### src/rtl/fetch_unit_if.sv
// Fetch-stage bundle: instruction memory request/response, redirect strobe
// and the decode-side buffer head.
interface fetch_unit_if;
  logic        imem_req_valid;
  logic        imem_req_ready;
  logic [31:0] imem_addr;
  logic        imem_rsp_valid;
  logic [31:0] imem_rsp_data;
  logic        redirect_valid;
  logic [31:0] redirect_pc;
  logic        if_valid;
  logic        if_ready;
  logic [31:0] if_instr;
  logic [31:0] if_pc;

  modport master (
    output imem_req_valid, imem_addr, if_valid, if_instr, if_pc,
    input  imem_req_ready, imem_rsp_valid, imem_rsp_data,
           redirect_valid, redirect_pc, if_ready
  );

  modport slave (
    input  imem_req_valid, imem_addr, if_valid, if_instr, if_pc,
    output imem_req_ready, imem_rsp_valid, imem_rsp_data,
           redirect_valid, redirect_pc, if_ready
  );
endinterface

### src/rtl/fetch_unit.sv
// RV32I instruction fetch: one outstanding imem request, 2-entry {pc, instr}
// buffer towards decode, redirect flushes the buffer and drops in-flight data.
module fetch_unit #(
  parameter logic [31:0] RESET_PC = 32'h0000_0000
) (
  input logic          clk,
  input logic          rst_n,
  fetch_unit_if.master bus
);

  localparam logic [31:0] NOP_INSTR = 32'h0000_0013;

  typedef enum logic [1:0] {
    IDLE = 2'd0,
    REQ  = 2'd1,
    WAIT = 2'd2,
    DROP = 2'd3
  } state_t;

  state_t      state_r;
  logic [31:0] pc_r;
  logic [31:0] inflight_pc_r;
  logic [1:0]  count_r;
  logic [1:0]  count_next_s;
  logic        valid_r;
  logic [31:0] head_pc_r;
  logic [31:0] head_instr_r;
  logic [31:0] tail_pc_r;
  logic [31:0] tail_instr_r;
  logic        req_fire_s;
  logic        push_s;
  logic        pop_s;
  logic        unused_lsb_s;

  // Request side depends on registered state only, never on imem_req_ready.
  assign bus.imem_req_valid = (state_r == REQ) && (count_r < 2'd2);
  assign bus.imem_addr      = pc_r;
  assign bus.if_valid       = valid_r;
  assign bus.if_instr       = head_instr_r;
  assign bus.if_pc          = head_pc_r;
  assign unused_lsb_s       = ^bus.redirect_pc[1:0];

  // Handshake decode; responses outside WAIT are never written.
  always_comb begin
    req_fire_s = bus.imem_req_valid && bus.imem_req_ready;
    push_s     = (state_r == WAIT) && bus.imem_rsp_valid;
    pop_s      = valid_r && bus.if_ready;
  end

  // Buffer occupancy after this cycle's push/pop, ignoring redirect.
  always_comb begin
    count_next_s = count_r;
    case ({push_s, pop_s})
      2'b10:   count_next_s = count_r + 2'd1;
      2'b01:   count_next_s = count_r - 2'd1;
      default: count_next_s = count_r;
    endcase
  end

  // Fetch FSM with program counter and in-flight address.
  always_ff @(posedge clk or negedge rst_n) begin
    if (!rst_n) begin
      state_r       <= IDLE;
      pc_r          <= RESET_PC;
      inflight_pc_r <= 32'h0000_0000;
    end else if (bus.redirect_valid) begin
      pc_r <= {bus.redirect_pc[31:2], 2'b00};
      case (state_r)
        IDLE:       state_r <= REQ;
        REQ:        state_r <= req_fire_s ? DROP : REQ;
        WAIT, DROP: state_r <= bus.imem_rsp_valid ? REQ : DROP;
        default:    state_r <= IDLE;
      endcase
    end else begin
      case (state_r)
        IDLE: state_r <= REQ;
        REQ: begin
          if (req_fire_s) begin
            inflight_pc_r <= pc_r;
            pc_r          <= pc_r + 32'd4;
            state_r       <= WAIT;
          end
        end
        WAIT, DROP: begin
          if (bus.imem_rsp_valid) begin
            state_r <= REQ;
          end
        end
        default: state_r <= IDLE;
      endcase
    end
  end

  // Two-entry shift buffer: head drives decode, tail holds the second word.
  always_ff @(posedge clk or negedge rst_n) begin
    if (!rst_n) begin
      count_r      <= 2'd0;
      valid_r      <= 1'b0;
      head_pc_r    <= 32'h0000_0000;
      head_instr_r <= NOP_INSTR;
      tail_pc_r    <= 32'h0000_0000;
      tail_instr_r <= NOP_INSTR;
    end else if (bus.redirect_valid) begin
      count_r <= 2'd0;
      valid_r <= 1'b0;
    end else begin
      count_r <= count_next_s;
      valid_r <= (count_next_s != 2'd0);
      if (pop_s) begin
        head_pc_r    <= tail_pc_r;
        head_instr_r <= tail_instr_r;
      end
      // A word landing in an emptying slot goes straight to the head.
      if (push_s) begin
        if ((count_r == 2'd0) || ((count_r == 2'd1) && pop_s)) begin
          head_pc_r    <= inflight_pc_r;
          head_instr_r <= bus.imem_rsp_data;
        end else begin
          tail_pc_r    <= inflight_pc_r;
          tail_instr_r <= bus.imem_rsp_data;
        end
      end
    end
  end

endmodule

### src/flat_wrapper.sv
// flat-port wrapper written by rule: the top's interface ports become plain ports
module fetch_unit_flat 
#(
  parameter logic [31:0] RESET_PC = 32'h0000_0000
)
  (clk, rst_n, bus_imem_req_valid, bus_imem_addr, bus_if_valid, bus_if_instr, bus_if_pc, bus_imem_req_ready, bus_imem_rsp_valid, bus_imem_rsp_data, bus_redirect_valid, bus_redirect_pc, bus_if_ready);
  fetch_unit_if bus_i ();
  input logic clk;
  input logic rst_n;
  output wire logic [$bits(bus_i.imem_req_valid)-1:0] bus_imem_req_valid;
  output wire logic [$bits(bus_i.imem_addr)-1:0] bus_imem_addr;
  output wire logic [$bits(bus_i.if_valid)-1:0] bus_if_valid;
  output wire logic [$bits(bus_i.if_instr)-1:0] bus_if_instr;
  output wire logic [$bits(bus_i.if_pc)-1:0] bus_if_pc;
  input wire logic [$bits(bus_i.imem_req_ready)-1:0] bus_imem_req_ready;
  input wire logic [$bits(bus_i.imem_rsp_valid)-1:0] bus_imem_rsp_valid;
  input wire logic [$bits(bus_i.imem_rsp_data)-1:0] bus_imem_rsp_data;
  input wire logic [$bits(bus_i.redirect_valid)-1:0] bus_redirect_valid;
  input wire logic [$bits(bus_i.redirect_pc)-1:0] bus_redirect_pc;
  input wire logic [$bits(bus_i.if_ready)-1:0] bus_if_ready;
  assign bus_imem_req_valid = bus_i.imem_req_valid;
  assign bus_imem_addr = bus_i.imem_addr;
  assign bus_if_valid = bus_i.if_valid;
  assign bus_if_instr = bus_i.if_instr;
  assign bus_if_pc = bus_i.if_pc;
  assign bus_i.imem_req_ready = bus_imem_req_ready;
  assign bus_i.imem_rsp_valid = bus_imem_rsp_valid;
  assign bus_i.imem_rsp_data = bus_imem_rsp_data;
  assign bus_i.redirect_valid = bus_redirect_valid;
  assign bus_i.redirect_pc = bus_redirect_pc;
  assign bus_i.if_ready = bus_if_ready;
  fetch_unit #(.RESET_PC(RESET_PC)) u_core (.clk(clk), .rst_n(rst_n), .bus(bus_i));
endmodule
### config.mk
export PLATFORM = sky130hd
export DESIGN_NAME = fetch_unit_flat
export DESIGN_NICKNAME = d
export VERILOG_FILES = /design/src/rtl/fetch_unit_if.sv /design/src/rtl/fetch_unit.sv /design/src/flat_wrapper.sv
export SDC_FILE = /design/constraint.sdc
export NUM_CORES = 1
export LEC_CHECK = 0
export BUFFER_PORTS_ARGS = -buffer_cell sky130_fd_sc_hd__buf_2
export CAP_MARGIN = 20
export CELL_PAD_IN_SITES_DETAIL_PLACEMENT = 2
export CELL_PAD_IN_SITES_GLOBAL_PLACEMENT = 2
export CORE_MARGIN = 2
export CORE_UTILIZATION = 30
export DETAILED_ROUTE_END_ITERATION = 8
export GPL_TIMING_DRIVEN = 0
export PLACE_DENSITY_LB_ADDON = 0.1
export SYNTH_ARGS = -nofsm -noshare
export SYNTH_HDL_FRONTEND = slang
export SYNTH_SLANG_ARGS = --single-unit
### constraint.sdc
create_clock -name clk -period 1.85 [get_ports clk]
set_input_delay 0 -clock clk [delete_from_list [all_inputs] [get_ports clk]]
set_output_delay 0 -clock clk [all_outputs]
set_load 0.05 [all_outputs]
# After elaboration in Yosys (flattened, before gate mapping)
# Cells that the tools add are included.
[classes]
addsub = 3
mul = 0
div_mod_pow = 0
order_cmp = 1
eq_ne = 8
shift = 0
muxes = 19
n_bitwise = 2
n_reduce_logical = 16
[op_table]
columns = ["operator", "n"]
rows = [
  ["$mux 32", 9],
  ["$add 32x3->32 const B", 1],
  ["$mux 2", 6],
  ["$pmux 2 s3", 2],
  ["$eq 2x1->1 const B", 3],
  ["$eq 2x2->1 const B", 3],
  ["$reduce_and 3->1", 2],
  ["$reduce_bool 2->1", 3],
  ["$logic_and 1x1->1", 5],
  ["$logic_not 2->1", 2],
  ["$pmux 2 s2", 1],
  ["$reduce_and 2->1", 2],
  ["$ne 3x2->1 const B", 1],
  ["$ne 3x3->1 const B", 1],
  ["$add 2x1->2 const B", 1],
  ["$lt 2x2->1 const B", 1],
  ["$not 1->1", 2],
  ["$reduce_or 2->1", 1],
  ["$sub 2x1->2 const B", 1],
  ["$logic_or 1x1->1", 1],
  ["$mux 1", 1],
]
[word_totals]
reg_bits = 197
latchBits = 0
ram_bits = 0
rom_bits = 0
in_bits = 70
output_inout_bits = 98
word_cells = 58
memories = 0

# Longest topological paths before layout
[depth]
ltp_word = 6
mapped_depth = 7

# Worst setup path before layout
# OpenSTA, ideal clock, no wires.
[synth_path]
path_kind = "register -> register"
start = "register u_core.pc_r[17] (netlist: u_core.bus.imem_addr[17])"
end = "register u_core.pc_r[31] (netlist: u_core.bus.imem_addr[31])"
t_arrival_ps = 2188
setup_slack_ps = -420
stages_incl_launch_ff = 7
n_path_buf = 2
period_less_slack_ps = 2270
cell_sequence = "dfrtp_1 -> buf_1 -> nand4_1 -> or4_1 -> buf_2 -> or4_1 -> a31oi_1"
[synth_via]
elab_chain_cells = 4
[synth_rtl]
columns = ["element", "line", "text"]
rows = [
  ["start: declaration", "fetch_unit.sv:21", "logic [31:0] pc_r;"],
  ["start signal: assignment", "fetch_unit.sv:67", "pc_r <= {bus.redirect_pc[31:2], 2'b00};"],
  ["start signal: assignment", "fetch_unit.sv:80", "pc_r <= pc_r + 32'd4;"],
  ["$add 32x3->32", "fetch_unit.sv:80", ""],
  ["$mux 32", "fetch_unit.sv:78", "if (req_fire_s) begin"],
  ["$mux 32", "fetch_unit.sv:75", "case (state_r)"],
  ["$mux 32", "fetch_unit.sv:66", "end else if (bus.redirect_valid) begin"],
]
# No other way between the ends. The select of a mux whose other input is x is not followed.
# A chain may end at the register's enable or synchronous reset.

# Worst setup path in the final report
[layout_path]
start = "register u_core.count_r[1]"
end = "register u_core.pc_r[28] (netlist: u_core.bus.imem_addr[28])"
[layout_via]
elab_chain_cells = 5
[layout_rtl]
columns = ["element", "line", "text"]
rows = [
  ["start: declaration", "fetch_unit.sv:23", "logic [1:0] count_r;"],
  ["start signal: assignment", "fetch_unit.sv:107", "count_r <= count_next_s;"],
  ["$lt 2x2->1", "fetch_unit.sv:36", "assign bus.imem_req_valid = (state_r == REQ) && (count_r < 2'd2);"],
  ["$logic_and 1x1->1", "fetch_unit.sv:36", ""],
  ["$logic_and 1x1->1", "fetch_unit.sv:45", "req_fire_s = bus.imem_req_valid && bus.imem_req_ready;"],
  ["$reduce_bool 2->1 (no line)", "-", ""],
  ["$reduce_and 2->1 (no line)", "-", ""],
]
# No other way between the ends.

==> results.md <==
* Bufs on Longest Clock Path at 2
* Post-DRT Antenna Nets at 0
* Share of cells above drive strength 1 at 0.442
* Largest area contributor in the netlist: dfrtp_1
* Total Routed Length at 28,500 um
* Seq pwr share at 0.381
* Peak supply drop at 566 uV
* Core Area at ~28,000 sq um
* Most frequent cell after synthesis: dfrtp_1
* Vias in the first global route at around 7,600
* Yosys warnings at 0
* Cells along the critical path: nand4bb_4 > or4_4 > or4_1 > a31oi_1
* Setup WS pre-CTS at -1.13 ns
* H-Tree Depth at 4
* Post-route insts no fill at 1,396
* Top cells by count, synth: dfrtp_1, mux2_2, nor2_1
* Max_cap viols at 0
* Final setup fails at 65
* Outcome: finished with violations
* Initial antenna violation count at 0
* Final hold viol count at 0
* Pre-antenna DRT Iters at 4
* Crit path time final at 2.01 ns
* Gate power share at 0.425
* Die Span Y at approximately 170 um
* Die span in x at 171 um
* Grt ovf at 0
* Clock skew at between 0.015 and 0.02 ns
* Area occupied by multi-input gates at 3630 sq um
* Initial drt markers at 285
* Worst Tran Pin Value at between 0.7 and 0.8 ns
* Max Fclk at ~500 MHz
* Routed vias/inst at a little under 5
* P_leak at 0.00532 uW
* Slew headroom at 0.512
* Detail Placement HPWL at between 15,000 and 20,000 um
* Worst setup EP type: flip-flop
* Power per cell area at 1490 nW/um^2
* Sink Count at 191
* GP Congestion at approximately 0.74
* Hold_ws at ~0.12 ns
* Crit Path Class: reg -> reg
* Worst path max stage delay at 0.62 ns
* Die ar. at 29,300 sq um
* Failing checks: negative setup slack
* Number of synthesized flops with an enable pin at 0
* Post-synth top flop: dfrtp_1
* CTS tree: done
* Yosys top cell area share at 0.552
* Setup TNS at -3.10 ns
* Mapped cell area at 8390 sq um
* Total number of vias at 6,831
* I/O Pins at ~170
* Area growth, synth to finish at 46.2%
* DR DRC count at 0
* # rows at 61
* Post-synthesis register bit count at 191
* CP startpoint kind: flip-flop
* DR WL/cell at 20.4 um
* Post-Place Cells at 1,251
* Root Driver: clkbuf_16
* Synth cell types at 43
* Worst path required time at 2.19 ns
* Post-synth ARST share at 1.00
* Worst-path fanout max at 7
* P_int at 10,400 uW
* Pin count of the biggest net entering global routing at approximately 120
* Syn avg cell area at ~12 sq um
* Dpl cell area at roughly 9800 sq um
* WP data arrival at around 2.4 ns
* Sw Pwr at 7870 uW
* Diode count at 0
* Worst setup margin at -0.156 ns
* Unrepaired setup endpoints after global routing: true
* Sequential cell area at 4820 sq um
* Synth Instances at 709
* Sequential-to-total area share from yosys stat at 0.570
* Worst path slowest cell: or4_4
* Synth area leaders: dfrtp_1, mux2_2, mux2i_1
* Final cycle utilization of the critical path at 1.08
* CTS Buf Count at 17
* IO Port Bufs at about 160
* Worst Hold Class: in -> async
* Clock Power Share at 0.194
* FILL cells at 2,816
* Sw frac at 0.431
* First-pass GRT wire length at 42,800 um
* Post-layout instance area at around 12,000 sq um
* Initial Util at 0.304
* Final Max Tran Viols at 0
* Clk_lat worst skew at 0.44 ns
* Final Net Count at 1,078
* Clock-pin slew on the worst setup and hold paths at 0.08 ns
* Tot GR Track Use at 0.190
cell usage in the layout, fill, tap and decap left out, types with 18 or more instances in the layout:
cell type,synthesis,layout
nor2_1,86,84
nand2_1,20,18
mux2_2,92,92
dfrtp_1,185,161
buf_4,3,26
dlygate4sd3_1,0,64
a21oi_1,64,62
buf_2,11,162
clkbuf_16,0,31
mux2i_1,63,58
dfrtp_2,0,24
metal layers:
layer / vias up / track usage / part of all wire
met5: - / 0 / 0
met4: 0 / 0.0472 / 0.012
met3: 22 / 0.0246 / 0.030
met2: 138 / 0.334 / 0.51
met1: 3531 / 0.247 / 0.45
li1: 3140 / - / -
critical path: cells and delay by family (launching register included):
family	cells	cell delay (ns)
AO/OA/AOI/OAI	1	0.20
flip-flops	1	0.42
AND/OR/NAND/NOR	3	1.30
worst paths after layout:
path / start / to / slack [ns] / cells after the start
hold reg to reg: u_core.tail_instr_r[11] / u_core.tail_instr_r[11] / 0.51 / 1
hold / removal: rst_n / u_core.bus.if_instr[5] / 0.12 / 2
setup / recovery: u_core.count_r[1] / u_core.bus.imem_addr[28] / -0.16 / 4
setup reg to reg: u_core.count_r[1] / u_core.bus.imem_addr[28] / -0.16 / 4
max in group asynchronous: rst_n / u_core.count_r[1] / 0.63 / 3
min in group clk: bus_imem_req_ready / u_core.bus.imem_addr[27] / 0.12 / 5
kinds of logic (layout without fill, tap and decap cells):
family,Yosys count,count (layout),synth area share
DFF,191,191,0.570
and+or+nand+nor,176,176,0.107
muxes,155,155,0.199
AOI/OAI and AO/OA,119,119,0.0795
buffers and inverters,53,361,0.0279
xor gates and xnor gates,10,10,0.0104
adders and majority gates,4,4,0.00567
other,1,2,0.000447
final cells by class:
| cell class | count | area share |
|---|---|---|
| flip-flops and latches | 191 | 0.392 |
| multi-input cells | 466 | 0.296 |
| repair buffers | 279 | 0.178 |
| plain buffers | 44 | 0.0496 |
| well taps | 378 | 0.0385 |
| clock buffers | 20 | 0.0356 |
| clock inverters | 12 | 0.00836 |
| inverters | 6 | 0.00224 |
flip-flops by register name (all words and copies together), names as in the netlist:
signal                cells
u_core.bus.if_pc         32
u_core.bus.if_instr      32
u_core.count_r            2
u_core.state_r            2
u_core.tail_instr_r      32
u_core.bus.imem_addr     30
u_core.tail_pc_r         30
u_core.bus.if_valid       1
u_core.inflight_pc_r     30
power by group through the flow:
| stage | combinational [uW] | clock (uW) | sequential, uW |
|---|---|---|---|
| 2_1_floorplan | 2380 | 0 | 9450 |
| 3_3_place_gp | 6630 | 0 | 6870 |
| 3_5_place_dp | 6850 | 0 | 7020 |
| 4_1_cts | 7390 | 3630 | 6930 |
| 5_1_grt | 8310 | 3810 | 7200 |
| 6_report | 7760 | 3530 | 6950 |
repair_timing:
| action | in CTS | in global routing |
|---|---|---|
| gates cloned | 1 | 13 |
| setup buffers | 31 | 8 |
| hold endpoints to repair | 169 | 0 |
| hold buffers | 64 | 0 |
| resized for setup | 103 | 95 |
| pin swaps | 16 | 21 |
| endpoints found under the setup margin | 176 | 149 |
per-stage QoR:
stage,power (uW),utilization
after floorplan,11800,-
after global placement,13500,0.354
after detailed placement,13900,0.355
after CTS,18000,0.420
after global routing,19300,0.444
final,18200,0.444
Note: power is estimated with default switching activity, not from simulation.
